==> src/rtl/fir_sample_sequencer.sv <==
// fir_sample_sequencer
//
// Purpose:
//   Sits between a sample source and a fir_filter socket. Incoming signed
//   samples are buffered in a small FIFO and handed to the filter one at a
//   time as single-cycle fir_ready strobes. Consecutive strobes are at least
//   SPACING cycles apart. After each strobe the filter result is captured
//   LATENCY cycles later and offered downstream on a valid/ready stream.
//   Only one sample is in flight at any time.
//
// Optional feature (macro FIR_SEQ_CMP_EN):
//   When FIR_SEQ_CMP_EN is defined, the filter output is compared against
//   the output of a second filter (fir_out_sep) at every capture. A sticky
//   mismatch flag and a saturating 8-bit mismatch counter are provided.
//   When the macro is not defined those ports and the logic are absent.
//
// Ports:
//   clk          in   single clock, rising edge
//   rst          in   synchronous active-high reset
//   s_data       in   upstream signed sample
//   s_valid      in   upstream sample valid
//   s_ready      out  FIFO can accept a sample (low while rst is high)
//   fir_in       out  sample driven to the filter, held between strobes
//   fir_ready    out  one-cycle strobe to the filter
//   fir_out      in   filter result
//   fir_out_sep  in   second filter result        (FIR_SEQ_CMP_EN only)
//   mismatch     out  sticky compare failure flag (FIR_SEQ_CMP_EN only)
//   mismatch_cnt out  saturating failure counter  (FIR_SEQ_CMP_EN only)
//   m_data       out  captured filter result
//   m_valid      out  m_data valid
//   m_ready      in   downstream accepts m_data
//   busy         out  FSM not idle or FIFO not empty

module fir_sample_sequencer #(
  parameter int DW         = 18,
  parameter int FIFO_DEPTH = 4,
  parameter int SPACING    = 8,
  parameter int LATENCY    = 2
) (
  input  logic                 clk,
  input  logic                 rst,
  input  logic signed [DW-1:0] s_data,
  input  logic                 s_valid,
  output logic                 s_ready,
  output logic signed [DW-1:0] fir_in,
  output logic                 fir_ready,
  input  logic signed [DW-1:0] fir_out,
`ifdef FIR_SEQ_CMP_EN
  input  logic signed [DW-1:0] fir_out_sep,
  output logic                 mismatch,
  output logic [7:0]           mismatch_cnt,
`endif
  output logic signed [DW-1:0] m_data,
  output logic                 m_valid,
  input  logic                 m_ready,
  output logic                 busy
);

  localparam int AW = $clog2(FIFO_DEPTH);
  localparam int CW = $clog2(FIFO_DEPTH + 1);
  localparam int SW = (SPACING > 1) ? $clog2(SPACING) : 1;
  localparam int LW = $clog2(LATENCY + 1);

  typedef enum logic [1:0] {
    IDLE,
    ISSUE,
    WAIT,
    HOLD
  } state_e;

  state_e               state_q;
  logic signed [DW-1:0] mem_q [FIFO_DEPTH];
  logic [AW-1:0]        wrPtr_q, wrPtr_d;
  logic [AW-1:0]        rdPtr_q, rdPtr_d;
  logic [CW-1:0]        count_q, count_d;
  logic [SW-1:0]        spacing_q;
  logic [LW-1:0]        waitCnt_q;
  logic signed [DW-1:0] fir_in_q;
  logic                 fir_ready_q;
  logic signed [DW-1:0] m_data_q;
  logic                 m_valid_q;
  logic                 fifoEmpty;
  logic                 fifoFull;
  logic                 push;
  logic                 issueNow;

  // FIFO status and handshakes. A full FIFO refuses a push even when the
  // same cycle pops, which keeps s_ready independent of the FSM.
  assign fifoEmpty = (count_q == '0);
  assign fifoFull  = (count_q == CW'(FIFO_DEPTH));
  assign s_ready   = !fifoFull && !rst;
  assign push      = s_valid && s_ready;

  // The strobe is launched from IDLE: the head is registered into fir_in and
  // popped on the same edge, so fir_ready is high during the ISSUE cycle.
  assign issueNow  = (state_q == IDLE) && !fifoEmpty && (spacing_q == '0);

  assign fir_in    = fir_in_q;
  assign fir_ready = fir_ready_q;
  assign m_data    = m_data_q;
  assign m_valid   = m_valid_q;
  assign busy      = !rst && ((state_q != IDLE) || !fifoEmpty);

  // Next-state pointers and occupancy; pointer wrap relies on FIFO_DEPTH
  // being a power of two.
  always_comb begin
    wrPtr_d = wrPtr_q;
    rdPtr_d = rdPtr_q;
    count_d = count_q;
    if (push) begin
      wrPtr_d = wrPtr_q + AW'(1);
    end
    if (issueNow) begin
      rdPtr_d = rdPtr_q + AW'(1);
    end
    count_d = count_q + CW'(push) - CW'(issueNow);
  end

  // FIFO pointer and occupancy registers.
  always_ff @(posedge clk) begin
    if (rst) begin
      wrPtr_q <= '0;
      rdPtr_q <= '0;
      count_q <= '0;
    end else begin
      wrPtr_q <= wrPtr_d;
      rdPtr_q <= rdPtr_d;
      count_q <= count_d;
    end
  end

  // FIFO storage needs no reset; occupancy alone decides what is valid.
  always_ff @(posedge clk) begin
    if (push) begin
      mem_q[wrPtr_q] <= s_data;
    end
  end

  // Spacing counter runs regardless of FSM state. Loading SPACING-1 on the
  // launch edge and issuing only at zero puts strobes exactly SPACING apart
  // when the FIFO is never starved.
  always_ff @(posedge clk) begin
    if (rst) begin
      spacing_q <= '0;
    end else if (issueNow) begin
      spacing_q <= SW'(SPACING - 1);
    end else if (spacing_q != '0) begin
      spacing_q <= spacing_q - SW'(1);
    end
  end

  // Main sequencer. The wait counter is loaded with LATENCY at launch, held
  // through ISSUE and counted down in WAIT; capturing when it reads 1 lands
  // the capture edge exactly LATENCY cycles after the strobe cycle.
  always_ff @(posedge clk) begin
    if (rst) begin
      state_q      <= IDLE;
      fir_ready_q  <= 1'b0;
      fir_in_q     <= '0;
      m_data_q     <= '0;
      m_valid_q    <= 1'b0;
      waitCnt_q    <= '0;
`ifdef FIR_SEQ_CMP_EN
      mismatch     <= 1'b0;
      mismatch_cnt <= '0;
`endif
    end else begin
      case (state_q)
        IDLE: begin
          if (issueNow) begin
            state_q     <= ISSUE;
            fir_ready_q <= 1'b1;
            fir_in_q    <= mem_q[rdPtr_q];
            waitCnt_q   <= LW'(LATENCY);
          end
        end
        ISSUE: begin
          fir_ready_q <= 1'b0;
          state_q     <= WAIT;
        end
        WAIT: begin
          if (waitCnt_q == LW'(1)) begin
            m_data_q  <= fir_out;
            m_valid_q <= 1'b1;
            state_q   <= HOLD;
`ifdef FIR_SEQ_CMP_EN
            if (fir_out != fir_out_sep) begin
              mismatch <= 1'b1;
              if (mismatch_cnt != 8'hFF) begin
                mismatch_cnt <= mismatch_cnt + 8'd1;
              end
            end
`endif
          end else begin
            waitCnt_q <= waitCnt_q - LW'(1);
          end
        end
        HOLD: begin
          if (m_ready) begin
            m_valid_q <= 1'b0;
            state_q   <= IDLE;
          end
        end
        default: begin
          state_q <= IDLE;
        end
      endcase
    end
  end

endmodule

==> config.mk <==
export PLATFORM = sky130hd
export DESIGN_NAME = fir_sample_sequencer
export DESIGN_NICKNAME = d
export VERILOG_FILES = /design/src/rtl/fir_sample_sequencer.sv
export SDC_FILE = /design/constraint.sdc
export NUM_CORES = 1
export LEC_CHECK = 0
export CORE_MARGIN = 5
export CORE_UTILIZATION = 48
export DETAILED_ROUTE_END_ITERATION = 12
export HOLD_SLACK_MARGIN = 0.02
export PLACE_DENSITY = 0.76
export SLEW_MARGIN = 15
export SYNTH_ARGS = -nofsm -noshare
export SYNTH_HDL_FRONTEND = slang
export SYNTH_SLANG_ARGS = --single-unit
==> constraint.sdc <==
create_clock -name clk -period 2.5 [get_ports clk]
set_clock_uncertainty 0.2 [all_clocks]
set_input_delay 0.375 -clock clk [delete_from_list [all_inputs] [get_ports clk]]
set_output_delay 0.375 -clock clk [all_outputs]
set_load 0.05 [all_outputs]
==> impl_metrics.py <==
metrics = {
    "min_path": {
        "hp-class": "in -> reg",
        "min_from": "rst",
    },
    "route": {
        "routed_wl_mm": 10.20,
        "via_per_inst": 5.281,
        "wl_per_cell_um": 16.88,
        "drc": 0,
        "vias": 3190,
        "drt_pass1_iterations": 4,
        "ant_nets": 0,
        "first_iter_violations": 204,
    },
    "sta": {
        "finalSetupTns_ns": 0,
        "slew_headroom": 0.5739,
        "setup_violations": 0,
        "fin_crit_ns": 2.388,
        "final_max_slew_viol_count": 0,
        "finalHoldViolations": 0,
        "hold_slack_ns": 0.1387,
        "rsz0062_at_grt": "true",
        "max_clock_freq_ghz": 0.4188,
        "fin_ws_ns": 0.1123,
        "timing.final.crit_share": 0.9551,
        "worstMarginPinSlew_ns": 0.6392,
    },
    "cts": {
        "clock_sinks": 124,
        "numCtsBuffers": 17,
        "clk_latency_ns": 0.50,
        "clk_pin_slew_ns": 0.06,
        "cts_hold_buf": 0,
        "cts_buffer_depth": 2,
        "clock_tree.root_cell": "clkbuf_8",
        "cts-htree-levels": 4,
        "cts_tree": "yes",
    },
    "pwr": {
        "leakage_nw": 2.200,
        "powerDensity_mw_per_mm2": 1091,
        "ir_worst_vdd_mv": 0.6678,
        "power_mw": 7.125,
    },
    "worst_setup_path": {
        "end_kind": "register",
        "cp_max_fo": 5,
        "endpoint": "count_q[2]",
        "reg2reg_from": "count_q[2]",
        "r2r-end": "count_q[2]",
        "critPathLaunchType": "register",
        "cp.arrival_ns": 2.55,
        "rr_worst_depth": 11,
        "crit_start": "count_q[2]",
        "path_class": "reg -> reg",
        "critPathRequiredTime_ns": 2.67,
        "r2r_setup_slack_ns": 0.11,
    },
    "die": {
        "placeableCoreArea_mm2": 0.01018,
        "dieWidth_um": 111.4,
        "die_y_um": 111.4,
        "initial_utilization": 0.4850,
        "dieArea_mm2": 0.01242,
        "num_rows": 37,
        "io_pins": 80,
    },
    "yosys": {
        "ys_seq_elements": 124,
        "synth_edf_count": 72,
        "synth_common_cells": "edfxtp_1, dfxtp_1, nand2_1",
        "syn_area_per_cell_um2": 13.53,
        "syn_inst": 365,
        "async_flop_share": 0,
        "ys_seq_area_frac": 0.6484,
        "ys_warn_count": 0,
        "synth_nets": 419,
        "synthDistinctLibCells": 44,
        "synth.cell_area_mm2": 0.004940,
        "synth_most_common_cell": "edfxtp_1",
        "yosys.area.top_type": "edfxtp_1",
        "synth_top_area_frac": 0.4377,
        "synth.area.top_cells": "edfxtp_1, dfxtp_1, mux4_2, a21oi_1, ha_1",
        "synthFlopType": "edfxtp_1",
    },
    "layout": {
        "postLayoutCellArea_mm2": 0.006529,
        "fin_cells": 604,
        "antenna_cells": 0,
        "utilization": 0.6410,
        "nets": 509,
        "area_delta_synth_final_pct": 32.17,
        "layout-drive-gt1-share": 0.1880,
    },
    "placed_design": {
        "place_congestion": 0.7556,
        "dp_slack_ns": -0.1994,
        "placed_area_mm2": 0.005914,
        "portBuffers": 79,
        "dp_cells": 570,
        "hpwl_mm": 6.595,
    },
    "run_status": {
        "outcome": "finished clean",
    },
    "global_routing": {
        "grt_use_total": 0.1699,
        "grt_max_degree": 53,
        "antenna_found_initial": 0,
        "first_global_vias": 3417,
        "grt-ovfl-total": 0,
        "grt_pass1_wl_mm": 16.86,
    },
    "run": {
        "cap_violations": 0,
    },
}
[how the worst min path moves through the flow]
stage | endpoint | slack (ns) | cells past startpoint
4_1_cts | wrPtr_q[0] | 0.13 | 4
2_1_floorplan | waitCnt_q[1] | 0.23 | 2
6_report | wrPtr_q[0] | 0.14 | 4
5_1_grt | wrPtr_q[0] | 0.15 | 4
3_3_place_gp | m_data[11] | 0.24 | 2
3_5_place_dp | m_data[14] | 0.25 | 2
[cell families after synthesis]
kind of cell               count (synthesis)  share of synthesized area
DFF                                      124                     0.6484
and+or+nand+nor                           92                    0.09296
AOI/OAI and AO/OA                         75                    0.09271
buffers and inverters                     36                    0.03496
muxes                                     22                    0.09043
adders and majority gates                 14                    0.03698
xor gates and xnor gates                   2                   0.003547
[power breakdown]
group / total [mW] / internal, mW / switching, mW
combinational: 2.27 / 0.920 / 1.35
sequential: 2.58 / 2.43 / 0.147
clock: 2.28 / 1.35 / 0.931
[per-layer routing]
metal / track usage / wire length, um / vias to the layer above / share of wire
met5: 0 / 0 / - / 0
met4: 0.05191 / 66 / 0 / 0.0065
met3: 0.05109 / 605 / 7 / 0.059
met2: 0.2931 / 5181 / 114 / 0.51
met1: 0.2062 / 4341 / 1544 / 0.43
li1: - / - / 1525 / -
[cells in the final DEF, fill, tap and decap left out, drive strengths merged, types with 18 or more instances in the layout]
cell / count
o21ai: 21
inv: 21
a21oi: 40
mux4: 18
nand3: 18
clkdlybuf4s50: 76
buf: 18
edfxtp: 72
dfxtp: 52
nand2: 43
[what timing repair did]
action                                  CTS  global route
setup buffers                             1             1
pin swaps                                 0             3
resized for setup                         2            11
endpoints found under the setup margin    2             1
[area by class of cell]
class / count / area [um2]
fillers: 751 / 3656
flip-flops and latches: 124 / 3214
multi-input cells: 205 / 1585
repair buffers: 94 / 943.4
clock buffers: 17 / 414.1
well taps: 136 / 170.2
clock inverters: 15 / 152.6
inverters: 13 / 48.80
[worst max-delay path, cell delays in order, from the launching register on]
cell	delay [ns]
dfxtp_4	0.37
nor3b_4	0.16
nor3b_4	0.21
inv_1	0.07
ha_1	0.28
inv_1	0.06
ha_1	0.12
inv_1	0.05
fa_2	0.33
xor2_1	0.20
and2_4	0.17
nor3_2	0.03
[flip-flops by register name, indices dropped and copies added (netlist names)]
| name | count |
|---|---|
| wrPtr_q | 2 |
| waitCnt_q | 2 |
| spacing_q | 3 |
| fir_in | 18 |
| fir_ready | 1 |
| count_q | 3 |
| mem_q | 72 |
| m_data | 18 |
| m_valid | 1 |
| state_q | 2 |
| rdPtr_q | 2 |
No activity file was read; power rests on OpenSTA's default activity.
==> RTL change 1, RTL diff (same flow settings) <==
Add a define of `FIR_SEQ_CMP_EN`.
--- a/src/rtl/fir_sample_sequencer.sv
+++ b/src/rtl/fir_sample_sequencer.sv
@@ -31,6 +31,8 @@
 //   m_ready      in   downstream accepts m_data
 //   busy         out  FSM not idle or FIFO not empty
 
+`define FIR_SEQ_CMP_EN
+
 module fir_sample_sequencer #(
   parameter int DW         = 18,
   parameter int FIFO_DEPTH = 4,
Ports: changed (added fir_out_sep, mismatch and mismatch_cnt); port bits go from 80 to 107. No check against the original RTL was run, so the function may have changed too.
==> RTL change 1 against the original RTL <==
- synthesized cell count increased by 19%
- worst setup slack got worse by 0.0087 ns
- final area rose by 13%
- count of clock-buffer cells in the layout is 1 higher
- routed wire length grew 20%
- synthesized area rose by 8.9%
- non-clock buffer count is 35 higher
- hold slack improved by 0.11 ns
- total power rose by 1.7%
- combinational power down 3%
- sequential cell count rose by 9
- critical path depth grew 1
- critical endpoint unchanged
- largest power group unchanged
- highest routed layer unchanged
==> RTL change 1: results (changes against the original RTL) <==
Hold path
The path category of the worst min-delay check is register to register (was input pin to register). The source of the worst hold timing path is m_data[6] (was rst). The number of cells traversed by the worst hold path came to 2 (was 4).

Finish
The ratio of cells with drive above 1 in the final layout came to 16.5% (was 18.8%). The layout net count is 635 (was 509).

GRT
The number of global-route vias before repair came to 3967 (was 3417). The pin count of the biggest net entering global routing is 58 (was 53). The overall track demand over capacity in global routing is 18.8% (was 17.0%).

Place
The post-placement cell count was 679 (was 570). The setup slack after placement came to -0.193 ns (was -0.199 ns). The HPWL after detailed placement is 8.04 mm (was 6.60 mm). The final RePlAce weighted congestion is 0.769 (was 0.756).

Synthesis
The mux share of post-synthesis cell area is 8.33% (was 9.04%). The arithmetic-cell share of the synthesized area counting full adders, half adders and majority gates is 3.63% (was 3.70%). Most frequent cells after synthesis: sky130_fd_sc_hd__nand2_1 (81), sky130_fd_sc_hd__edfxtp_1 (72), sky130_fd_sc_hd__dfxtp_1 (61) (was sky130_fd_sc_hd__edfxtp_1 (72), sky130_fd_sc_hd__dfxtp_1 (52), sky130_fd_sc_hd__nand2_1 (43)). The share of the yosys chip area belonging to registers is 62.9% (was 64.8%). Cells taking the most area after synthesis: sky130_fd_sc_hd__edfxtp_1 (40%), sky130_fd_sc_hd__dfxtp_1 (23%), sky130_fd_sc_hd__mux4_2 (7.5%), sky130_fd_sc_hd__nand2_1 (5.7%), sky130_fd_sc_hd__a21oi_1 (4.1%) (was sky130_fd_sc_hd__edfxtp_1 (44%), sky130_fd_sc_hd__dfxtp_1 (21%), sky130_fd_sc_hd__mux4_2 (8.2%), sky130_fd_sc_hd__a21oi_1 (4.0%), sky130_fd_sc_hd__ha_1 (3.3%)).

The xor-xnor portion of the synthesized cell area is 3.75% (was 0.355%). The net count of the mapped netlist was 507 (was 419).

Power
The static power due to leakage is 2.59 nW (was 2.20 nW). The largest vdd supply drop came to 576 uV (was 668 uV).

Critical path
The cell with the biggest individual delay on the critical path is sky130_fd_sc_hd__fa_2 (was sky130_fd_sc_hd__dfxtp_4). The maximum fanout along the worst path is 4 (was 5). The data arrival time of the worst path is 2.46 ns (was 2.55 ns).

Clock tree
The latest clock arrival within the worst-skew pair is 0.40 ns (was 0.50 ns). The cell chosen for the clock root is sky130_fd_sc_hd__clkbuf_16 (was sky130_fd_sc_hd__clkbuf_8).

STA
The headroom to the max-slew limit is 58.2% (was 57.4%). The worst hold slack after final layout is 0.253 ns (was 0.139 ns).

Detailed routing
The vias per cell is 5.28 (about the same). The starting DRC count in detailed routing is 186 (was 204). The average wire per standard cell is 17.1 um (was 16.9 um).

The detailed-route wire length came to 12.2 mm (was 10.2 mm).

Run status
Outcome: complete, no violations (unchanged).
[RTL change 1: logic make-up after synthesis]
kind of cell | after synthesis
AND/OR/NAND/NOR | 139
buffers and inverters | 34
AO/OA/AOI/OAI | 68
multiplexers | 22
XOR/XNOR | 23
adder cells (fa/ha/maj) | 15
flip-flops | 133
[RTL change 1: what timing repair did]
| item | CTS | global route |
|---|---|---|
| gates cloned | 0 | 0 |
| pin swaps | 0 | 4 |
| gates resized for setup | 1 | 4 |
| buffers inserted | 0 | 4 |
| endpoints found under the hold margin | 0 | 0 |
| setup endpoints to repair | 1 | 1 |
[RTL change 1: per-stage QoR]
step,total power (W),util (%),cell area (sq um)
finish,0.00724,67.7,7400
CTS,0.00721,67.3,7360
global placement,0.00474,62.1,6790
detailed placement,0.00482,62.1,6790
floorplan,0.00416,-,5470
global route,0.00763,67.7,7400
[RTL change 1: cell type report]
cell class | instances | area [sq um] | area share [%]
repair buffers | 129 | 1260 | 17.0
inverters | 14 | 52.6 | 0.710
clock buffers | 18 | 429 | 5.80
multi-input cells | 267 | 1950 | 26.4
well taps | 140 | 175 | 2.37
flip-flops and latches | 133 | 3400 | 45.9
clock inverters | 14 | 138 | 1.86
[RTL change 1: metal layers]
metal	wire [um]	up-vias	part of all wire (%)
li1	-	1814	-
met1	4910	1835	40
met2	6330	121	52
met3	837	8	6.9
met4	113	0	0.93
met5	0	-	0
[RTL change 1: worst max path at each step]
stage,depth (start not counted),end,startpoint,slack (ns)
after global routing,12,count_q[2],state_q[0],-0.009
after global placement,7,mismatch_cnt[0],fir_out[2],-0.12
after floorplan,11,count_q[2],count_q[0],-0.01
after detailed placement,7,mismatch_cnt[0],fir_out[4],-0.19
after CTS,12,count_q[2],spacing_q[0],0.001
final,12,count_q[2],spacing_q[1],0.10
[RTL change 1: tightest hold or removal path: stages (launching register included)]
cell	delay [ns]
sky130_fd_sc_hd__dfxtp_1	0.30
sky130_fd_sc_hd__nand2_1	0.05
sky130_fd_sc_hd__a21oi_1	0.05
[RTL change 1: where the power goes]
part / total [W] / leakage [nW] / internal (W) / switching (W)
combinational: 0.00221 / 1.18 / 0.000989 / 0.00122
sequential: 0.00269 / 1.15 / 0.00254 / 0.000150
clock: 0.00234 / 0.263 / 0.00145 / 0.000888
total: 0.00724 / 2.59 / 0.00499 / 0.00226
==> RTL change 2, RTL diff (same flow settings) <==
Made on the original files. Encoding of `state_e`: now Gray code (2 bits for 4 states).
--- a/src/rtl/fir_sample_sequencer.sv
+++ b/src/rtl/fir_sample_sequencer.sv
@@ -62,10 +62,10 @@
   localparam int LW = $clog2(LATENCY + 1);
 
   typedef enum logic [1:0] {
-    IDLE,
-    ISSUE,
-    WAIT,
-    HOLD
+    IDLE  = 2'b00,
+    ISSUE = 2'b01,
+    WAIT  = 2'b11,
+    HOLD  = 2'b10
   } state_e;
 
   state_e               state_q;
Check against the original RTL: no difference found for any inputs over 10 cycles, from zero or initial values and one cycle with rst high; not proved beyond that.
==> RTL change 2 against the original RTL <==
- the flow now finishes with violations (setup timing)
- worst setup slack worse by 0.23 ns
- core utilization is 3.6 points higher
- final area is 0.82% higher
- combinational power is 9.7% higher
- synthesized cell count is 2.7% lower
- routed wire length is 12% higher
- total power is 5.1% higher
- non-clock buffer count is 21 higher
- synthesized area is 3.7% lower
- first-iteration DRC count is 15% higher
- sequential cell count stayed put
- critical path type unchanged
- largest power group unchanged
==> RTL change 2: results (changes against the original RTL) <==
Run status
Outcome: complete, but fails checks (was complete, no violations). The checks that failed: setup timing.

Power
The largest vdd supply drop is 630 uV (was 668 uV). The static power due to leakage is 2.26 nW (was 2.20 nW). The design internal power was 0.00508 W (was 0.00470 W).

Place
The post-placement cell count is 562 (was 570). The cell area after placement is 0.00578 sq mm (was 0.00591 sq mm). The setup slack after placement is -0.232 ns (was -0.199 ns).

GRT
The number of global-route vias before repair came to 3596 (was 3417). The met3 track demand over resource in global routing is 6.34% (was 5.11%). The overall track demand over capacity in global routing was 20.2% (was 17.0%).

Detailed routing
The length of routed met3 wiring was 737 um (was 605 um). The number of detailed-route iterations in the first pass came to 5 (was 4). The detailed-route wire length is 11.5 mm (was 10.2 mm). The met1 routed wirelength after detailed routing was 4.27 mm (was 4.34 mm). The vias per cell is 5.41 (was 5.28). The met2 routed wirelength is 6.21 mm (was 5.18 mm).

Synthesis
The post-synthesis instance total was 355 (was 365). The share of the yosys chip area belonging to registers is 67.3% (was 64.8%). The xor-xnor portion of the synthesized cell area is 0.184% (was 0.355%). The compound-cell area share of the yosys netlist came to 8.68% (was 9.27%). The mux share of post-synthesis cell area is 8.97% (was 9.04%).

The arithmetic-cell share of the synthesized area counting full adders, half adders and majority gates is 2.79% (was 3.70%).

Finish
The layout net count is 515 (was 509). The final non-filler cell total is 611 (was 604). The ratio of cells with drive above 1 in the final layout is 22.8% (was 18.8%).

Clock tree
The quantity of gates resized following cts is 16 (was 2). The total setup buffers inserted after CTS is 13 (was 1). The latest clock arrival within the worst-skew pair came to 0.52 ns (was 0.50 ns).

STA
The final setup TNS came to -0.130 ns (was 0 ns). The smallest setup slack after layout is -0.113 ns (was 0.112 ns). The headroom to the max-slew limit was 56.0% (was 57.4%).

The worst hold slack after final layout came to 0.151 ns (was 0.139 ns). The final setup violation count is 2 (was 0).

Critical path
The cell with the biggest individual delay on the critical path is sky130_fd_sc_hd__fa_2 (was sky130_fd_sc_hd__dfxtp_4). The number of cells on the worst reg-to-reg path was 12 (was 11). The delay of the slowest cell on the worst path came to 0.42 ns (was 0.37 ns). The maximum fanout along the worst path is 3 (was 5).
[RTL change 2: cell count changes after synthesis, moves of 2 or more]
cell,delta
sky130_fd_sc_hd__nand2_1,-3
sky130_fd_sc_hd__ha_1,-4
sky130_fd_sc_hd__buf_1,+3
sky130_fd_sc_hd__a221oi_1,+2
sky130_fd_sc_hd__nor3b_1,+2
sky130_fd_sc_hd__a21oi_1,+4
sky130_fd_sc_hd__nand3_1,+2
sky130_fd_sc_hd__a211oi_1,+2
sky130_fd_sc_hd__o21ai_0,+2
sky130_fd_sc_hd__mux2i_1,-2
sky130_fd_sc_hd__buf_2,-10
sky130_fd_sc_hd__nor2b_1,-4
sky130_fd_sc_hd__clkbuf_1,+8
[RTL change 2: power groups by stage]
stage	clock network [W]	registers [W]	logic (W)
global placement	0	0.00258	0.00207
CTS	0.00242	0.00258	0.00235
finish	0.00241	0.00259	0.00249
global route	0.00253	0.00261	0.00265
floorplan	0	0.00292	0.00109
detailed placement	0	0.00260	0.00212
[RTL change 2: cell type report]
cell class	instances	area share [%]
Clock buffer	23	7.09
Clock inverter	9	1.79
Inverter	14	0.798
Multi-Input combinational cell	193	22.4
Sequential cell	124	48.8
Tap cell	133	2.53
Timing Repair Buffer	115	16.5
[RTL change 2: how the worst max path moves through the flow]
stage                 start         end  slack [ns]  cells past startpoint
2_1_floorplan           rst  count_q[2]        0.02                     11
3_3_place_gp        s_valid  count_q[2]       -0.11                     11
3_5_place_dp        s_valid  count_q[2]       -0.23                     11
4_1_cts          count_q[2]  count_q[2]       0.009                     11
5_1_grt        spacing_q[0]  count_q[2]       -0.16                     13
6_report         count_q[0]  count_q[2]       -0.11                     12
[RTL change 2: worst min-delay path: cells and delay by family]
kind / cells / cell delay [ns]
simple gates: 1 / 0.06
buf+inv: 2 / 0.28
mux: 1 / 0.11
